**config.mk**
```make
export PLATFORM = sky130hd
export DESIGN_NAME = spi_xfer_ctrl
export DESIGN_NICKNAME = d
export VERILOG_FILES = /design/src/rtl/spi_pkg.sv /design/src/rtl/spi_sync.sv /design/src/rtl/spi_xfer_ctrl.sv
export SDC_FILE = /design/constraint.sdc
export NUM_CORES = 1
export LEC_CHECK = 0
export ABC_AREA = 1
export CAP_MARGIN = 20
export CORE_MARGIN = 5
export CORE_UTILIZATION = 45
export CTS_BUF_LIST = sky130_fd_sc_hd__clkbuf_8 sky130_fd_sc_hd__clkbuf_16
export DETAILED_ROUTE_END_ITERATION = 6
export MAX_ROUTING_LAYER = met4
export PLACE_DENSITY = 0.87
export REMOVE_ABC_BUFFERS = 1
export SKIP_CTS_REPAIR_TIMING = 1
export SKIP_LAST_GASP = 1
export SYNTH_ARGS = -nofsm -noshare
export SYNTH_HDL_FRONTEND = slang
export SYNTH_SLANG_ARGS = --single-unit
export TNS_END_PERCENT = 100
```
**constraint.sdc**
```tcl
create_clock -name clk -period 1.9 [get_ports clk]
set_input_delay 0.38 -clock clk [delete_from_list [all_inputs] [get_ports clk]]
set_output_delay 0.38 -clock clk [all_outputs]
set_load 0.01 [all_outputs]
```
**src/rtl/spi_pkg.sv**
```systemverilog
// Shared definitions for the SPI transfer controller.
// Holds the register map, CR field offsets, the sequencer state type,
// the interrupt-status layout and the CR reset value.
package spi_pkg;

    // Register addresses on the APB-side register port
    localparam logic [2:0] ADDR_CR   = 3'd0;
    localparam logic [2:0] ADDR_BR   = 3'd1;
    localparam logic [2:0] ADDR_INTE = 3'd2;
    localparam logic [2:0] ADDR_SR   = 3'd3;
    localparam logic [2:0] ADDR_RINT = 3'd4;
    localparam logic [2:0] ADDR_INT  = 3'd5;

    // CR field bit offsets
    localparam int CR_SPIE    = 0;
    localparam int CR_MSTR    = 1;
    localparam int CR_CPOL    = 2;
    localparam int CR_CPHA    = 3;
    localparam int CR_DORD    = 4;
    localparam int CR_SWR     = 5;
    localparam int CR_CSHOLD  = 6;
    localparam int CR_CSSEL   = 8;
    localparam int CR_DATALEN = 16;
    localparam int CR_TXDL    = 24;

    // Enabled, 8-bit frames, no inter-frame delay
    localparam logic [31:0] CR_RESET = 32'h0007_0001;

    typedef enum logic [1:0] {
        IDLE  = 2'd0,
        REQ   = 2'd1,
        WAIT  = 2'd2,
        DELAY = 2'd3
    } fsm_e;

    // Bit order matches the {rx_flags, tx_flags} concatenation
    typedef struct packed {
        logic rx_udf;
        logic rx_ovf;
        logic rx_full;
        logic rx_empty;
        logic tx_udf;
        logic tx_ovf;
        logic tx_full;
        logic tx_empty;
    } rint_t;

endpackage

```
**src/rtl/spi_sync.sv**
```systemverilog
// Multi-flop synchroniser for a single level signal coming from the
// shift-clock domain.
// Ports: clk, rst_n (async, active-low), d (async input), q (synchronised).
module spi_sync #(
    parameter int STAGES = 2
) (
    input  logic clk,
    input  logic rst_n,
    input  logic d,
    output logic q
);

    logic [STAGES-1:0] chain;

    always_ff @(posedge clk or negedge rst_n) begin
        if (!rst_n) begin
            chain <= '0;
        end else begin
            chain <= {chain[STAGES-2:0], d};
        end
    end

    assign q = chain[STAGES-1];

endmodule

```
**src/rtl/spi_xfer_ctrl.sv**
```systemverilog
// SPI control/register core: register file (CR/BR/INTE/SR/RINT/INT),
// frame sequencer with 4-phase request/ack to the shifter, inter-frame
// delay counter, chip-select generation and sticky W1C interrupts.
// Ports:
//   clk, rst_n                     clock, async active-low reset
//   wr_en/wr_addr/wr_data          register write port
//   rd_addr/rd_data                combinational register read port
//   tx_flags/rx_flags              FIFO flags {udf,ovf,full,empty}
//   tx_level/rx_level              FIFO fill levels
//   xfer_req/xfer_ack/xfer_done    shifter handshake (ack/done async)
//   cfg_*                          frame configuration latched per frame
//   cs_n                           active-low chip selects
//   tx_pop/rx_push/fifo_clr        FIFO control pulses
//   irq                            OR of enabled pending interrupts
module spi_xfer_ctrl
    import spi_pkg::*;
#(
    parameter int PTR_W       = 4,
    parameter int NUM_CS      = 4,
    parameter int LEN_W       = 5,
    parameter int DLY_W       = 8,
    parameter int SYNC_STAGES = 2
) (
    input  logic              clk,
    input  logic              rst_n,
    input  logic              wr_en,
    input  logic [2:0]        wr_addr,
    input  logic [31:0]       wr_data,
    input  logic [2:0]        rd_addr,
    output logic [31:0]       rd_data,
    input  logic [3:0]        tx_flags,
    input  logic [3:0]        rx_flags,
    input  logic [PTR_W:0]    tx_level,
    input  logic [PTR_W:0]    rx_level,
    output logic              xfer_req,
    input  logic              xfer_ack,
    input  logic              xfer_done,
    output logic              cfg_mstr,
    output logic              cfg_cpol,
    output logic              cfg_cpha,
    output logic              cfg_dord,
    output logic [LEN_W-1:0]  cfg_len,
    output logic [7:0]        cfg_br,
    output logic [NUM_CS-1:0] cs_n,
    output logic              tx_pop,
    output logic              rx_push,
    output logic              fifo_clr,
    output logic              irq
);

    // Storable CR bits; SWR is excluded so it always reads back 0
    localparam logic [31:0] CR_MASK = 32'h0000_0F5F
        | ({{(32-LEN_W){1'b0}}, {LEN_W{1'b1}}} << CR_DATALEN)
        | ({{(32-DLY_W){1'b0}}, {DLY_W{1'b1}}} << CR_TXDL);

    logic [31:0]      cr_q;
    logic [7:0]       br_q;
    logic [7:0]       inte_q;
    logic [31:0]      sr_q;
    logic [31:0]      sr_next;
    rint_t            rint_q;
    rint_t            rint_set;
    logic [7:0]       rint_w1c;
    logic [7:0]       int_vec;
    logic             swr_q;

    fsm_e             state_q;
    fsm_e             state_d;
    logic [DLY_W-1:0] cnt_q;
    logic [DLY_W-1:0] cnt_d;
    logic             latch_cfg;
    logic             ack_low_q;
    logic             hold_q;
    logic             cs_active;

    logic             ack_s;
    logic             done_s;
    logic             done_s_d;
    logic             done_rise;

    logic             spie;
    logic             cshold;
    logic [3:0]       cssel;
    logic [DLY_W-1:0] txdl;
    logic             wr_cr;
    logic             swr_hit;
    logic             abort;

    assign spie    = cr_q[CR_SPIE];
    assign cshold  = cr_q[CR_CSHOLD];
    assign cssel   = cr_q[CR_CSSEL +: 4];
    assign txdl    = cr_q[CR_TXDL +: DLY_W];
    assign wr_cr   = wr_en && (wr_addr == ADDR_CR);
    assign swr_hit = wr_cr && wr_data[CR_SWR];
    // Any of these kills an in-flight frame and parks the sequencer
    assign abort   = !spie || swr_hit || swr_q;

    // Status snapshot of both FIFO levels
    always_comb begin
        sr_next = '0;
        sr_next[16 +: PTR_W+1] = rx_level;
        sr_next[0  +: PTR_W+1] = tx_level;
    end

    // CR is always writable; BR/INTE only while the core is enabled.
    // SWR is held one cycle to drive the FIFO clear.
    always_ff @(posedge clk or negedge rst_n) begin
        if (!rst_n) begin
            cr_q   <= CR_RESET & CR_MASK;
            br_q   <= '0;
            inte_q <= '0;
            sr_q   <= '0;
            swr_q  <= 1'b0;
        end else begin
            swr_q <= swr_hit;
            sr_q  <= sr_next;
            if (wr_cr) begin
                cr_q <= wr_data & CR_MASK;
            end
            if (wr_en && spie && (wr_addr == ADDR_BR)) begin
                br_q <= wr_data[7:0];
            end
            if (wr_en && spie && (wr_addr == ADDR_INTE)) begin
                inte_q <= wr_data[7:0];
            end
        end
    end

    // Sticky interrupt status; a flag raised in the same cycle as a W1C wins
    assign rint_set = rint_t'({rx_flags, tx_flags});
    assign rint_w1c = (wr_en && (wr_addr == ADDR_RINT)) ? wr_data[7:0] : 8'h00;

    always_ff @(posedge clk or negedge rst_n) begin
        if (!rst_n) begin
            rint_q <= '0;
        end else if (!spie || swr_hit) begin
            rint_q <= '0;
        end else begin
            rint_q <= rint_t'((rint_q & ~rint_w1c) | rint_set);
        end
    end

    assign int_vec = rint_q & inte_q;
    assign irq     = |int_vec;

    always_comb begin
        rd_data = '0;
        case (rd_addr)
            ADDR_CR:   rd_data = cr_q;
            ADDR_BR:   rd_data = {24'h0, br_q};
            ADDR_INTE: rd_data = {24'h0, inte_q};
            ADDR_SR:   rd_data = sr_q;
            ADDR_RINT: rd_data = {24'h0, rint_q};
            ADDR_INT:  rd_data = {24'h0, int_vec};
            default:   rd_data = '0;
        endcase
    end

    spi_sync #(.STAGES(SYNC_STAGES)) u_ack_sync (
        .clk   (clk),
        .rst_n (rst_n),
        .d     (xfer_ack),
        .q     (ack_s)
    );

    spi_sync #(.STAGES(SYNC_STAGES)) u_done_sync (
        .clk   (clk),
        .rst_n (rst_n),
        .d     (xfer_done),
        .q     (done_s)
    );

    assign done_rise = done_s && !done_s_d;

    // Sequencer next-state, delay counter and handshake/FIFO strobes
    always_comb begin
        state_d   = state_q;
        cnt_d     = cnt_q;
        latch_cfg = 1'b0;
        xfer_req  = 1'b0;
        tx_pop    = 1'b0;
        rx_push   = 1'b0;
        case (state_q)
            IDLE: begin
                if (!tx_flags[0]) begin
                    latch_cfg = 1'b1;
                    state_d   = REQ;
                end
            end
            REQ: begin
                xfer_req = 1'b1;
                // A stale ack from the previous frame must drop first
                if (ack_s && ack_low_q) begin
                    state_d = WAIT;
                end
            end
            WAIT: begin
                if (done_rise) begin
                    tx_pop  = 1'b1;
                    rx_push = 1'b1;
                    state_d = DELAY;
                end
            end
            DELAY: begin
                if (cnt_q == txdl) begin
                    cnt_d = '0;
                    if (!tx_flags[0]) begin
                        latch_cfg = 1'b1;
                        state_d   = REQ;
                    end else begin
                        state_d = IDLE;
                    end
                end else begin
                    cnt_d = cnt_q + 1'b1;
                end
            end
            default: state_d = IDLE;
        endcase
        if (abort) begin
            state_d   = IDLE;
            cnt_d     = '0;
            latch_cfg = 1'b0;
            xfer_req  = 1'b0;
            tx_pop    = 1'b0;
            rx_push   = 1'b0;
        end
    end

    // Sequencer state, ack-low tracking, CS hold and per-frame config
    always_ff @(posedge clk or negedge rst_n) begin
        if (!rst_n) begin
            state_q   <= IDLE;
            cnt_q     <= '0;
            ack_low_q <= 1'b0;
            hold_q    <= 1'b0;
            done_s_d  <= 1'b0;
            cfg_mstr  <= CR_RESET[CR_MSTR];
            cfg_cpol  <= CR_RESET[CR_CPOL];
            cfg_cpha  <= CR_RESET[CR_CPHA];
            cfg_dord  <= CR_RESET[CR_DORD];
            cfg_len   <= CR_RESET[CR_DATALEN +: LEN_W];
            cfg_br    <= '0;
        end else begin
            state_q  <= state_d;
            cnt_q    <= cnt_d;
            done_s_d <= done_s;
            if (state_q != REQ) begin
                ack_low_q <= 1'b0;
            end else if (!ack_s) begin
                ack_low_q <= 1'b1;
            end
            if (abort) begin
                hold_q <= 1'b0;
            end else if (state_q == REQ) begin
                hold_q <= 1'b1;
            end
            if (latch_cfg) begin
                cfg_mstr <= cr_q[CR_MSTR];
                cfg_cpol <= cr_q[CR_CPOL];
                cfg_cpha <= cr_q[CR_CPHA];
                cfg_dord <= cr_q[CR_DORD];
                cfg_len  <= cr_q[CR_DATALEN +: LEN_W];
                cfg_br   <= br_q;
            end
        end
    end

    // Chip select: out-of-range CSSEL simply matches no line
    always_comb begin
        cs_active = 1'b0;
        if (spie && cr_q[CR_MSTR]) begin
            case (state_q)
                REQ, WAIT: cs_active = 1'b1;
                DELAY:     cs_active = cshold;
                IDLE:      cs_active = cshold && hold_q;
                default:   cs_active = 1'b0;
            endcase
        end
        cs_n = '1;
        for (int i = 0; i < NUM_CS; i++) begin
            if (cs_active && (cssel == 4'(i))) begin
                cs_n[i] = 1'b0;
            end
        end
    end

    assign fifo_clr = swr_q;

endmodule

```
# Word-level counts from Yosys, hierarchy flattened
# Cells that the tools add are included.
# word_totals
reg_bits,92
inputBits,61
output_inout_bits,58
# classes
add_sub_neg,1
eq_ne,21
n_mux,32
n_bitwise,4
reduce_logical,27
# op_table
op,count
32-bit case mux with 6 select lines,1
8-bit two-way mux,5
1-bit two-way mux,18
8-bit bitwise AND,2
1-bit logical AND,14
3-bit != test (second input constant),4
2-bit two-way mux,5
3-bit by 2-bit == test with 1-bit output (second input constant),3
3-bit == test (second input constant),3
8-bit by 1-bit adder with 8-bit output (second input constant),1
4-bit by 2-bit == test with 1-bit output (second input constant),2
8-bit == test,1
8-bit NOT,1
8-bit bitwise OR,1
2-bit case mux with 4 select lines,1
8-bit OR reduction,1
3-bit by 1-bit == test with 1-bit output (second input constant),2
3-bit zero test,2
2-bit == test (second input constant),2
4-bit by 1-bit == test with 1-bit output (second input constant),1
4-bit zero test,1
4-bit AND reduction,1
2-bit nonzero test,2
1-bit case mux with 3 select lines,1
other kinds (8),10

# Logic depth before layout (Yosys ltp)
# Gate-level depths: netlist (run 1).
# depth
word_depth,7
mapped_depth,11

# By module
# From an unflattened synthesis (run 1), not the netlist that was laid out.
# unflattened
cells_unflattened,485
area_unflattened_um2,4239.1
# by_module_without_submodules
mod,instances,cells_per_inst,area_each_um2,seq_area_each_um2
spi_xfer_ctrl,1,481,4139.0,2210.9
spi_sync,2,2,50.0,50.0

# Least setup slack after synthesis (run 1)
# No wires, ideal clock.
# synth_path
path_kind,input to output
from,input wr_addr[2]
to,output tx_pop
arrival_time_ns,1.551
slack_ns,-0.031
path_stages,7
n_path_buf,1
path_cell_list,inv_1 > nand3_4 > o21ai_4 > nor2_1 > nand2_1 > nor3_1 > buf_4
# synth_via
elab_chain_cells,6
# synth_rtl
item,line_no,rtl
from (decl),spi_xfer_ctrl.sv:27,"input logic [2:0] wr_addr,"
3-bit zero test,spi_xfer_ctrl.sv:93,assign wr_cr = wr_en && (wr_addr == ADDR_CR);
1-bit logical AND,spi_xfer_ctrl.sv:93,
1-bit logical AND,spi_xfer_ctrl.sv:94,assign swr_hit = wr_cr && wr_data[CR_SWR];
1-bit logical OR (2 in series),spi_xfer_ctrl.sv:96,assign abort = !spie || swr_hit || swr_q;
1-bit two-way mux,n/a,
to (decl),spi_xfer_ctrl.sv:45,"output logic tx_pop,"
# Every way passes these cells.

# Worst setup path after layout (run 1)
# layout_path
from,register state_q[0]
to,output cs_n[1]
# layout_via
elab_chain_cells,6
elab_cells_between_ends,9
# layout_rtl
item,line_no,rtl
from (decl),spi_xfer_ctrl.sv:67,fsm_e state_q;
from (signal assigned),spi_xfer_ctrl.sv:244,state_q <= state_d;
2-bit by 1-bit == test with 1-bit output or 2-bit == test (tied branches),spi_xfer_ctrl.sv:272,case (state_q)
2-bit OR reduction,spi_xfer_ctrl.sv:272,
1-bit case mux with 3 select lines (*),spi_xfer_ctrl.sv:272,
1-bit two-way mux (*),spi_xfer_ctrl.sv:271,if (spie && cr_q[CR_MSTR]) begin
1-bit logical AND (*),spi_xfer_ctrl.sv:281,if (cs_active && (cssel == 4'(i))) begin
1-bit two-way mux (*),spi_xfer_ctrl.sv:281,
to (decl),spi_xfer_ctrl.sv:44,"output logic [NUM_CS-1:0] cs_n,"
# Mark *: on every way between the ends. The rest lies on a longest branch, timed or not.

==> results.sh, run 1 <==
export IMPL_status="finished with violations"
export IMPL_violations="negative hold slack, negative setup slack"
export IMPL_globalplace_congestion=0.942
export IMPL_mostFrequentLayoutCells="nand2_1, dfrtp_1, clkdlybuf4s50_1"
export IMPL_coreArea_sq_um=9200
export IMPL_slowest_delay_ns=0.42
export IMPL_pwr_share_comb_pct=32.2
export IMPL_fmax_mhz=492
export IMPL_ant_nets=0
export IMPL_hold_slack_ns=-0.00202
export IMPL_worst_ep_arrival_time_ns=1.65
export IMPL_cp_required_ns=1.52
export IMPL_start_kind="flip-flop"
export IMPL_ios=119
export IMPL_p_leak_nw=3.22
export IMPL_slew_violations=0
export IMPL_ys_seq_area_share_pct=54.6
export IMPL_synth_area_leaders="dfrtp_1, nand2_1, o21ai_0"
export IMPL_pwr_share_clk_pct=24.9
export IMPL_overflow=0
export IMPL_drt_iter0_markers=314
export IMPL_crit_path_top_delay_cell="dfrtp_1"
export IMPL_tightest_slew_ns=0.551
export IMPL_cts_root_buf="clkbuf_8"
export IMPL_cp_max_fo=4
export IMPL_drt_pass1_iter_count=6
export IMPL_setup_tns_ns=-0.490
export IMPL_die_area_sq_um=11400
export IMPL_row_count=35
export IMPL_netSwitchingFraction_pct=32.3
export IMPL_portBuffers=104
export IMPL_syn_area_sq_um=4230
export IMPL_syn_inst=485
export IMPL_powerDensity_nw_per_um2=1040
export IMPL_max_cap_violations=0
export IMPL_clkLatencyLatePin_ns=0.36
export IMPL_drive_gt1_share_pct=18.6
export IMPL_clockBufferDepth=2
export IMPL_cts_sinks=92
export IMPL_p_int_w=0.00426
export IMPL_fin_crit_sh_pct=107
export IMPL_path_buf_inv=3
export IMPL_fp_dieW_microns=107
export IMPL_yosysTopAreaCell="dfrtp_1"
export IMPL_die_height_microns=107
export IMPL_synth_cell_types=35
export IMPL_avgViaCountPerCell=5.40
export IMPL_path_clk_slew_ns=0.10
export IMPL_design_area_sq_um=6040
export IMPL_slew_headroom_pct=63.2
export IMPL_placed_area_sq_um=5590
export IMPL_drc=0
export IMPL_synth_top_area_share_pct=50.2
export IMPL_nets=691
export IMPL_ys_ff_latch=92
export IMPL_syn2layout_area_growth_pct=42.8
export IMPL_htree_num_levels=3
export IMPL_final_common_cell="nand2_1"
export IMPL_cts_tree="done"
export IMPL_end_kind="output pin"
export IMPL_antenna_found_initial=0
export IMPL_syn_area_per_cell_sq_um=8.73
export IMPL_wl_per_cell_microns=16.2
export IMPL_rsz0062_at_grt="true"
export IMPL_grt_pass1_vias=3975
export IMPL_min_delay_path_class="in -> async"
export IMPL_hold_viol=2
export IMPL_critical_path_top_delay_family="flip-flops"
export IMPL_diodes=0
export IMPL_ys_warn_count=0
export IMPL_setup_viol=8
export IMPL_num_vias=3998
export IMPL_fin_ws_ns=-0.131
export IMPL_clock_skew_ns=0.0143
export IMPL_power_frac_seq_pct=42.8
export IMPL_power_switching_w=0.00203
export IMPL_cp_common_cell="nand3_2"
export IMPL_crit_type="reg -> out"
export IMPL_wl_mm=12.0
export IMPL_start_util_pct=46.0
export IMPL_path_cells="inv_2 -> ha_4 -> a21oi_2 -> o21ai_2 -> nand3_2 -> inv_4 -> nand3_2 -> buf_6"
export IMPL_irDropWorstVdd_mv=0.463
export IMPL_fin_crit_ns=2.03
export IMPL_dp_hpwl_mm=8.51
export IMPL_total_power_w=0.00629
export IMPL_grt_pass1_wl_mm=18.7
export IMPL_grt_max_degree=43
export IMPL_cts_buffers=9
export IMPL_grt_usage_pct=21.1
[stage by stage]
step                      util, %  cells  worst slack (ns)
after floorplan                 -    473            -0.198
after CTS                    63.4    736            -0.800
final                        65.7    741            -0.131
after global routing         65.7    741            -0.228
after global placement       60.8    720            -0.738
after detailed placement     60.8    720            -0.784
[worst register-to-register path: stages, from the launching register on]
cell	delay, ns
dfrtp_1	0.42
buf_4	0.15
buf_4	0.14
ha_4	0.16
o21ai_0	0.07
o21ai_0	0.11
nor2_1	0.28
nand3_1	0.14
nand2_1	0.08
nor2_1	0.04
[area by class of cell]
cell class / instances / area (sq um)
Multi-Input combinational cell: 329 / 1760
Inverter: 52 / 204
Clock buffer: 10 / 138
Timing Repair Buffer: 141 / 1390
Clock inverter: 6 / 104
Tap cell: 111 / 139
Sequential cell: 92 / 2310
Fill cell: 696 / 3150
[cells in the mapped netlist]
library cell	instances
nand2_1	116
dfrtp_1	85
inv_1	49
nor2_1	45
o21ai_0	41
nand3_1	37
a21oi_1	29
buf_4	8
dfstp_2	7
clkbuf_1	6
a22o_1	5
a22oi_1	5
ha_1	5
mux2_2	5
nand4_1	5
xnor2_1	5
xor2_1	4
nor3_1	3
o2111ai_1	3
o22ai_1	3
a221oi_1	2
buf_2	2
clkinv_1	2
nand2_2	2
a31oi_1	1
buf_1	1
buf_6	1
conb_1	1
inv_2	1
nand2_4	1
nand3_4	1
nor2_2	1
nor2_4	1
o21a_1	1
o21ai_4	1
[state kept, by name, indices dropped and copies added (netlist names)]
register and cells:
fifo_clr 1, ack_low_q 1, cfg_cpha 1, hold_q 1, br_q 8, cr_q 23, u_ack_sync.chain 2, inte_q 8
cfg_cpol 1, sr_q 10, cnt_q 8, cfg_mstr 1, cfg_dord 1, cfg_br 8, cfg_len 5, state_q 2
rint_q 8, done_s_d 1, u_done_sync.chain 2
[power by group through the flow]
stage | logic (W) | clock network (W) | registers (W)
2_1_floorplan | 0.000807 | 0 | 0.00273
3_3_place_gp | 0.00179 | 0 | 0.00269
3_5_place_dp | 0.00187 | 0 | 0.00271
4_1_cts | 0.00190 | 0.00158 | 0.00267
5_1_grt | 0.00223 | 0.00167 | 0.00274
6_report | 0.00203 | 0.00157 | 0.00270
[final timing paths]
| kind | from | end | slack (ns) | depth (start not counted) |
|---|---|---|---|---|
| worst max-delay path | state_q[0] | cs_n[1] | -0.13 | 8 |
| min in group clk | u_ack_sync.chain[0] | u_ack_sync.chain[1] | 0.35 | 0 |
| worst max register to register | state_q[1] | state_q[0] | 0.23 | 9 |
| max in group asynchronous | rst_n | hold_q | 1.22 | 2 |
| worst min register to register | u_ack_sync.chain[0] | u_ack_sync.chain[1] | 0.35 | 0 |
| worst min-delay path | rst_n | cfg_len[3] | -0.002 | 1 |
[metal layers]
metal / part of all wire (%) / vias up / wire length, microns / track usage [%]
li1: - / 1849 / - / -
met1: 41 / 1927 / 4970 / 26.1
met2: 49 / 178 / 5940 / 34.7
met3: 5.5 / 44 / 664 / 2.71
met4: 3.7 / 0 / 448 / 9.68
met5: 0 / - / 0 / -
[kinds of logic after synthesis]
group / Yosys count / synth area share (%)
adders and majority gates: 5 / 1.48
buffers and inverters: 70 / 7.15
AOI/OAI and AO/OA: 91 / 12.4
xor gates and xnor gates: 9 / 1.86
and+or+nand+nor: 212 / 21.1
muxes: 5 / 1.33
other: 1 / 0.0886
DFF: 92 / 54.6
(Power assumes the default switching activity.)
==> inputs of run 2 (changes only) <==
--- a/config.mk
+++ b/config.mk
@@ -16,6 +16,7 @@
 export REMOVE_ABC_BUFFERS = 1
 export SKIP_CTS_REPAIR_TIMING = 1
 export SKIP_LAST_GASP = 1
+export SLEW_MARGIN = 30
 export SYNTH_ARGS = -nofsm -noshare
 export SYNTH_HDL_FRONTEND = slang
 export SYNTH_SLANG_ARGS = --single-unit
==> results of run 2 <==
No change in the layout: final DEF, timing and power equal those of run 1.
